### config.mk
export PLATFORM = sky130hd
export DESIGN_NAME = seg7_capture
export DESIGN_NICKNAME = d
export VERILOG_FILES = /design/src/rtl/seg7_pkg.sv /design/src/rtl/seg7_digit_decode.sv /design/src/rtl/seg7_capture.sv
export SDC_FILE = /design/constraint.sdc
export NUM_CORES = 1
export LEC_CHECK = 0
export CAP_MARGIN = 15
export CORE_MARGIN = 1.5
export CORE_UTILIZATION = 53
export CTS_BUF_LIST = sky130_fd_sc_hd__clkbuf_8
export CTS_CLUSTER_DIAMETER = 100
export DETAILED_ROUTE_END_ITERATION = 10
export GPL_TIMING_DRIVEN = 0
export PLACE_DENSITY = 0.74
export REMOVE_ABC_BUFFERS = 1
export SLEW_MARGIN = 20
export SYNTH_ARGS = -nofsm -noshare
export SYNTH_HDL_FRONTEND = slang
export SYNTH_SLANG_ARGS = --single-unit
### constraint.sdc
create_clock -name clk -period 5.6 [get_ports clk]
set_input_delay 1.12 -clock clk [delete_from_list [all_inputs] [get_ports clk]]
set_output_delay 1.12 -clock clk [all_outputs]
set_load 0.02 [all_outputs]
### src/rtl/seg7_pkg.sv
// Shared constants and the captured-word type for the seven-segment capture block.
// Optional fault-marker decoding is enabled with SEG7_FAULT_CODE_EN.
package seg7_pkg;

  // Active-low segment patterns, bit6=g .. bit0=a
  localparam logic [6:0] SEG_0     = 7'b1000000;
  localparam logic [6:0] SEG_1     = 7'b1111001;
  localparam logic [6:0] SEG_2     = 7'b0100100;
  localparam logic [6:0] SEG_3     = 7'b0110000;
  localparam logic [6:0] SEG_4     = 7'b0011001;
  localparam logic [6:0] SEG_5     = 7'b0010010;
  localparam logic [6:0] SEG_6     = 7'b0000010;
  localparam logic [6:0] SEG_7     = 7'b1011000;
  localparam logic [6:0] SEG_8     = 7'b0000000;
  localparam logic [6:0] SEG_9     = 7'b0010000;
  localparam logic [6:0] SEG_FAULT = 7'b1111110;
  localparam logic [6:0] SEG_BLANK = 7'b1111111;

  localparam logic [3:0] NIB_FAULT = 4'hE;
  localparam logic [3:0] NIB_ERR   = 4'hF;

  typedef struct packed {
    logic [15:0] bcd;
    logic [3:0]  err;
    logic        fault;
  } word_t;

endpackage

### src/rtl/seg7_digit_decode.sv
// Combinational decode of one active-low seven-segment pattern into a BCD nibble.
// With SEG7_FAULT_CODE_EN the fault marker decodes to 4'hE and raises is_fault.
module seg7_digit_decode
  import seg7_pkg::*;
(
  input  logic [6:0] pattern,
  output logic [3:0] nibble,
  output logic       err,
  output logic       is_fault
);

  always_comb begin
    nibble   = NIB_ERR;
    err      = 1'b1;
    is_fault = 1'b0;
    case (pattern)
      SEG_0: begin nibble = 4'd0; err = 1'b0; end
      SEG_1: begin nibble = 4'd1; err = 1'b0; end
      SEG_2: begin nibble = 4'd2; err = 1'b0; end
      SEG_3: begin nibble = 4'd3; err = 1'b0; end
      SEG_4: begin nibble = 4'd4; err = 1'b0; end
      SEG_5: begin nibble = 4'd5; err = 1'b0; end
      SEG_6: begin nibble = 4'd6; err = 1'b0; end
      SEG_7: begin nibble = 4'd7; err = 1'b0; end
      SEG_8: begin nibble = 4'd8; err = 1'b0; end
      SEG_9: begin nibble = 4'd9; err = 1'b0; end
`ifdef SEG7_FAULT_CODE_EN
      // The marker is still flagged as not-a-digit, but distinguishable
      SEG_FAULT: begin nibble = NIB_FAULT; is_fault = 1'b1; end
`endif
      default: ;
    endcase
  end

endmodule

### src/rtl/seg7_capture.sv
// Debounces four seven-segment digit buses and hands settled, changed words over valid/ready.
// SEG7_FAULT_CODE_EN enables the fault-marker pattern (decoded in seg7_digit_decode).
module seg7_capture
  import seg7_pkg::*;
#(
  parameter int STABLE_CYCLES = 4
) (
  input  logic        clk,
  input  logic        rst_n,
  input  logic [6:0]  seg0,
  input  logic [6:0]  seg1,
  input  logic [6:0]  seg2,
  input  logic [6:0]  seg3,
  input  logic        out_ready,
  output logic        out_valid,
  output logic [15:0] bcd,
  output logic [3:0]  digit_err,
  output logic        fault
);

  localparam logic [7:0] SETTLE = 8'(STABLE_CYCLES - 1);

  logic [6:0] seg_in [4];
  logic [6:0] samp   [4];
  logic [7:0] cnt    [4];
  logic [3:0] nib    [4];
  logic [3:0] err;
  logic [3:0] is_fault;
  logic [3:0] settled;
  word_t      dec_word;
  word_t      cur_word;
  word_t      last_word;
  logic       have_last;

  assign seg_in[0] = seg0;
  assign seg_in[1] = seg1;
  assign seg_in[2] = seg2;
  assign seg_in[3] = seg3;

  for (genvar i = 0; i < 4; i++) begin : g_digit
    seg7_digit_decode u_dec (
      .pattern  (samp[i]),
      .nibble   (nib[i]),
      .err      (err[i]),
      .is_fault (is_fault[i])
    );
    assign settled[i] = (cnt[i] == SETTLE);
  end

  // Each digit counts consecutive matching samples independently of the others
  always_ff @(posedge clk or negedge rst_n) begin
    if (!rst_n) begin
      for (int i = 0; i < 4; i++) begin
        samp[i] <= SEG_BLANK;
        cnt[i]  <= '0;
      end
    end else begin
      for (int i = 0; i < 4; i++) begin
        samp[i] <= seg_in[i];
        if (seg_in[i] != samp[i])
          cnt[i] <= '0;
        else if (cnt[i] != SETTLE)
          cnt[i] <= cnt[i] + 8'd1;
      end
    end
  end

  assign dec_word.bcd   = {nib[3], nib[2], nib[1], nib[0]};
  assign dec_word.err   = err;
  assign dec_word.fault = |is_fault;

  // Output word is frozen while pending; a repeat of the last delivered word is suppressed
  always_ff @(posedge clk or negedge rst_n) begin
    if (!rst_n) begin
      out_valid <= 1'b0;
      cur_word  <= '0;
      last_word <= '0;
      have_last <= 1'b0;
    end else if (out_valid && out_ready) begin
      out_valid <= 1'b0;
      last_word <= cur_word;
      have_last <= 1'b1;
    end else if (!out_valid && (&settled) && (!have_last || dec_word != last_word)) begin
      out_valid <= 1'b1;
      cur_word  <= dec_word;
    end
  end

  assign bcd       = cur_word.bcd;
  assign digit_err = cur_word.err;
  assign fault     = cur_word.fault;

endmodule

==> results of run 1 <==
worst min path at each step:
| stage | from | end |
|---|---|---|
| after global routing | have_last | have_last |
| after detailed placement | have_last | have_last |
| after global placement | have_last | have_last |
| final | have_last | have_last |
| after CTS | have_last | have_last |
| after floorplan | have_last | have_last |
synthesized netlist by cell type (9+ instances only):
master	instances
nand2_1	30
mux2i_1	13
dfstp_2	28
a21oi_1	14
and3_1	12
inv_1	18
buf_2	17
mux2_2	15
nand4_1	9
nand3_1	22
xnor2_1	22
xor2_1	42
mux2_4	12
o21ai_0	13
nor3_1	18
nor2_1	49
nor4_1	10
dfrtp_1	74
cell type report:
type / instances / area (µm²)
Clock buffer: 12 / 165.2
Clock inverter: 4 / 53.80
Fill cell: 874 / 3897
Inverter: 18 / 67.56
Multi-Input combinational cell: 405 / 2920
Sequential cell: 102 / 2587
Tap cell: 136 / 170.2
Timing Repair Buffer: 53 / 554.3
logic make-up after synthesis:
family                     share of synthesized area
and+or+nand+nor                               0.2128
DFF                                           0.4490
AOI/OAI and AO/OA                             0.1018
xor gates and xnor gates                     0.09726
buffers and inverters                        0.04668
muxes                                        0.08315
adders and majority gates                   0.008685
other                                      0.0006507
sequential cells by signal, indices dropped and copies added (netlist names):
register	cells
have_last	1
bcd	16
cnt	32
last_word	20
out_valid	1
digit_err	4
samp	28
power groups by stage:
stage	clock network, µW	registers (µW)	logic [µW]
finish	507	785	105
global route	543	788	116
CTS	516	785	107
detailed placement	0	798	106
global placement	0	796	100
floorplan	0	790	54.3
worst max-delay path, delay by kind of cell (launching register included):
kind | cells | cell delay [ns]
compound gates | 1 | 0.59
fa+ha+maj | 1 | 0.26
simple gates | 4 | 1.50
mux | 1 | 0.31
buf+inv | 1 | 0.25
flops | 1 | 0.41
stage by stage:
| step | hold slack (ns) | instance area [µm²] | TNS [ns] | instances |
|---|---|---|---|---|
| 2_1_floorplan | 0.4350 | 5562 | 0 | 525 |
| 6_report | 0.4838 | 6519 | 0 | 730 |
| 3_5_place_dp | 0.4590 | 6297 | 0 | 714 |
| 4_1_cts | 0.4852 | 6516 | 0 | 730 |
| 3_3_place_gp | 0.4539 | 6242 | -18.86 | 712 |
| 5_1_grt | 0.5190 | 6519 | 0 | 730 |
metal layers:
layer | global-route usage | vias to the layer above | routed length (µm)
li1 | - | 2056 | -
met1 | 0.2863 | 2063 | 5457
met2 | 0.3585 | 71 | 5747
met3 | 0.02966 | 18 | 299
met4 | 0.09048 | 0 | 209
met5 | 0 | - | 0
==> flow_summary.yaml, run 1 <==
place:
  place_congestion: 0.8271
  port_buffers: 51
  pre_cts_ws_ns: 2.184
  dp_hpwl_um: 8322
logic_synthesis:
  ys_seq_area_frac: 0.4490
  postSynthCellCount: 556
  yosysTopAreaCell: "dfrtp_1"
  synth_area_um2: 5763
  synth_cell_types: 76
  synthArstFlopShare: 1.000
  avgSynthCellArea_um2: 10.37
  synth_warnings: 0
  synth_flop_cell: "dfrtp_1"
  synthTopCellsByArea: "dfrtp_1, dfstp_2, xor2_1, xnor2_1, nor2_1"
  ys_seq_elements: 102
  synth_edf_count: 0
  synth_top_area_frac: 0.3213
power_and_ir_drop:
  p_clk_frac: 0.363
  p_comb_frac: 0.075
  power_switching_uw: 343.9
  seq_power_share: 0.562
  finalPower_uw: 1398
  powerDensity_nw_per_um2: 214.4
  vdd_drop_max_mv: 0.1392
  p_int_uw: 1054
  swShare: 0.2461
  leakage_uw: 0.002685
critical_path:
  worstSetupStartpointType: "flip-flop"
  critPathLaunch: "cnt[16]"
  slowest_delay_ns: 0.59
  worst-path-max-fanout: 11
  worstSetupPathType: "reg -> reg"
  cp-end-kind: "flip-flop"
  r2r-end: "bcd[15]"
  cp_cell_sequence: "ha_1, or4b_1, nor4_2, nand2_1, or4_4, a41oi_4, buf_8, mux2_4"
  rrSetupSlack_ns: 2.16
  regToRegStartpoint: "cnt[16]"
  arrival_ns: 3.71
  critPathSlowestCell: "a41oi_4"
  rr_worst_depth: 8
  crit_end: "bcd[15]"
  worstPathRequired_ns: 5.86
drt:
  first_pass_iters: 4
  drc_errors: 0
  vias: 4208
  wirelength_um: 11710
  wl_per_cell_um: 16.05
  initialDrtViolationCount: 128
  via_per_inst: 5.764
  final_antenna_net_count: 0
final_layout:
  final_core_util: 0.6258
  nNetsFinal: 624
  final_common_cell: "dfrtp_1"
  drive_above_1_share: 0.1599
  syn2layout_area_growth_pct: 13.11
  mostFrequentLayoutCells: "dfrtp_1, clkdlybuf4s50_1, nor2_1"
  num_antenna_cells: 0
clock_network:
  postCtsResizedCells: 0
  clk_pin_slew_ns: 0.10
  clockBufferDepth: 2
  cts_buffers: 9
  cts_root_buf: "clkbuf_8"
  insertion_delay_ns: 0.38
  h-tree-depth: 3
  post-cts-setup-buffers: 0
  cts_tree: "yes"
  clock_sinks: 102
  ctsHoldBuffers: 0
grt:
  grt_overflow_total: 0
  grt_pass1_vias: 4201
  grt_max_degree: 79
  grt_usage: 0.2167
  antenna_found_initial: 0
  grt_pass1_wl_um: 19690
sta:
  fin_ws_ns: 2.158
  clock_skew_ns: 0.01412
  timing_hold_violations_final: 0
  post-route-period-util: 0.6147
  slew_viol_final: 0
  max_freq_mhz: 290.5
  setup_violations: 0
  rsz0062_at_grt: "no"
  period_needed_ns: 3.442
  worst_pin_slew_ns: 0.6866
  slew_headroom: 0.5408
flow_run:
  max_cap_violations: 0
floorplan:
  die_w_um: 107.3
  dieArea_um2: 11510
  num_rows: 37
  core_um2: 10420
  start_util: 0.5533
  ios: 53
  die_h_um: 107.3
run_status:
  status: "complete, no violations"
hold_path:
  hp-class: "reg -> reg"
  whs_path_depth: 1
No activity file was read; power rests on OpenSTA's default activity.
==> run 2: changes to the inputs <==
clock period = 3.4 ns   (was 5.6 ns; I/O delays follow)
==> run 2 against run 1 <==
  * Clock power grew 64%
  * Die area stayed put
  * Sequential share of layout area down 0.091 points
  * Non-clock buffer count up 2
  * Cell count rose by 0.27%
  * Count of clock-buffer cells in the layout unchanged
  * Flip-flop and latch count did not move
==> flow_summary.yaml, run 2 (synthesis results as in run 1) <==
clock_network:
  cts_tree: "yes"
  cts_root_buf: "clkbuf_8"
  clockBufferDepth: 2
  clk_pin_slew_ns: 0.10
  clock_sinks: 102
  insertion_delay_ns: 0.38
  h-tree-depth: 3
  cts_buffers: 9
  postCtsResizedCells: 0
sta:
  clock_skew_ns: 0.01372
  timing_hold_violations_final: 0
  post-route-period-util: 0.8918
  slew_viol_final: 0
  max_freq_mhz: 329.8
  tns_ns: 0
  slew_headroom: 0.5848
  worst_pin_slew_ns: 0.6206
  setup_violations: 0
  rsz0062_at_grt: "no"
  period_needed_ns: 3.032
  timing.hold.ws_ns: 0.1462
drt:
  final_antenna_net_count: 0
  drc_errors: 0
  via_per_inst: 5.724
  initialDrtViolationCount: 113
  first_pass_iters: 4
  vias: 4190
  wl_per_cell_um: 16.07
  wirelength_um: 11760
critical_path:
  worstSetupPathType: "reg -> reg"
  worst-path-max-fanout: 6
  cp-end-kind: "flip-flop"
  worstSetupStartpointType: "flip-flop"
  arrival_ns: 3.29
  worstPathRequired_ns: 3.66
final_layout:
  drive_above_1_share: 0.1628
  num_antenna_cells: 0
  final_common_cell: "dfrtp_1"
  biggestRegsByFlops: "cnt (32), samp (28), last_word (20)"
  largest_reg_flops: 32
  nNetsFinal: 626
  top_register: "cnt"
  mostFrequentLayoutCells: "dfrtp_1, clkdlybuf4s50_1, nor2_1"
  syn2layout_area_growth_pct: 13.37
  finalNonFillerCells: 732
floorplan:
  start_util: 0.5533
  core_um2: 10420
  die_w_um: 107.3
  ios: 53
  die_h_um: 107.3
  num_rows: 37
  dieArea_um2: 11510
hold_path:
  hp-class: "in -> async"
grt:
  grt_pass1_vias: 4206
  grt_usage: 0.2180
  grt_max_degree: 79
  grt_overflow_total: 0
  antenna_found_initial: 0
  grt_pass1_wl_um: 19820
place:
  port_buffers: 51
  place_congestion: 0.8271
  dp_cells: 714
  dp_hpwl_um: 8322
flow_run:
  max_cap_violations: 0
power_and_ir_drop:
  leakage_uw: 0.002696
  finalPower_uw: 2301
  powerDensity_nw_per_um2: 352.1
  vdd_drop_max_mv: 0.2274
run_status:
  status: "complete, no violations"
run 2: changes by cell type in the layout (fill, tap and decap cells not counted), sizes merged:
cell / previous run / this run
buf: 3 / 5
run 2: layout make-up:
type | count | area [µm²]
Clock buffer | 12 | 165.2
Multi-Input combinational cell | 405 | 2920
Timing Repair Buffer | 55 | 569.3
Tap cell | 136 | 170.2
Sequential cell | 102 | 2587
Inverter | 18 | 67.56
Fill cell | 873 | 3882
Clock inverter | 4 | 53.80
run 2: worst max-delay path: stages, from the launching register on:
cell and delay [ns]:
dfrtp_1 0.41, ha_1 0.25, or4b_1 0.48, nor4_2 0.41, nand2_1 0.13, or4_4 0.47
a41oi_4 0.24, buf_4 0.22, mux2_4 0.31
run 2: final timing paths:
check,from,to,slack [ns],cells past startpoint
worst max-delay path,cnt[16],bcd[8],0.37,8
worst min-delay path,rst_n,cnt[30],0.15,1
worst max register to register,cnt[16],bcd[8],0.37,8
worst min register to register,have_last,have_last,0.48,1
max in group asynchronous,rst_n,samp[7],2.54,2
min in group clk,have_last,have_last,0.48,1
run 2: what timing repair did:
action                                  4_1_cts  5_1_grt
endpoints found under the setup margin        6        0
hold buffers                                  0        0
setup buffers                                 2        0
run 2: layer usage:
| metal | global-route usage | vias up | wire length, µm |
|---|---|---|---|
| li1 | - | 2056 | - |
| met1 | 0.2891 | 2053 | 5433 |
| met2 | 0.3635 | 67 | 5824 |
| met3 | 0.02906 | 14 | 324 |
| met4 | 0.08381 | 0 | 178 |
| met5 | 0 | - | 0 |
run 2: through the flow:
step / area (µm²) / utilization / setup WS (ns)
2_1_floorplan: 5562 / - / 0.1324
3_3_place_gp: 6242 / 0.5993 / -2.022
6_report: 6534 / 0.6273 / 0.3677
4_1_cts: 6531 / 0.6270 / 0.3446
3_5_place_dp: 6297 / 0.6046 / -0.01628
5_1_grt: 6534 / 0.6273 / 0.2118
run 2: power breakdown:
part / internal (µW) / switching [µW]
clock: 402 / 432
sequential: 1250 / 47.5
combinational: 87.2 / 86.4
==> run 3: changes to the inputs <==
CTS_CLUSTER_DIAMETER = 150   (was 100)
==> results of run 3 <==
No change in the layout: final DEF, timing and power equal those of run 2.
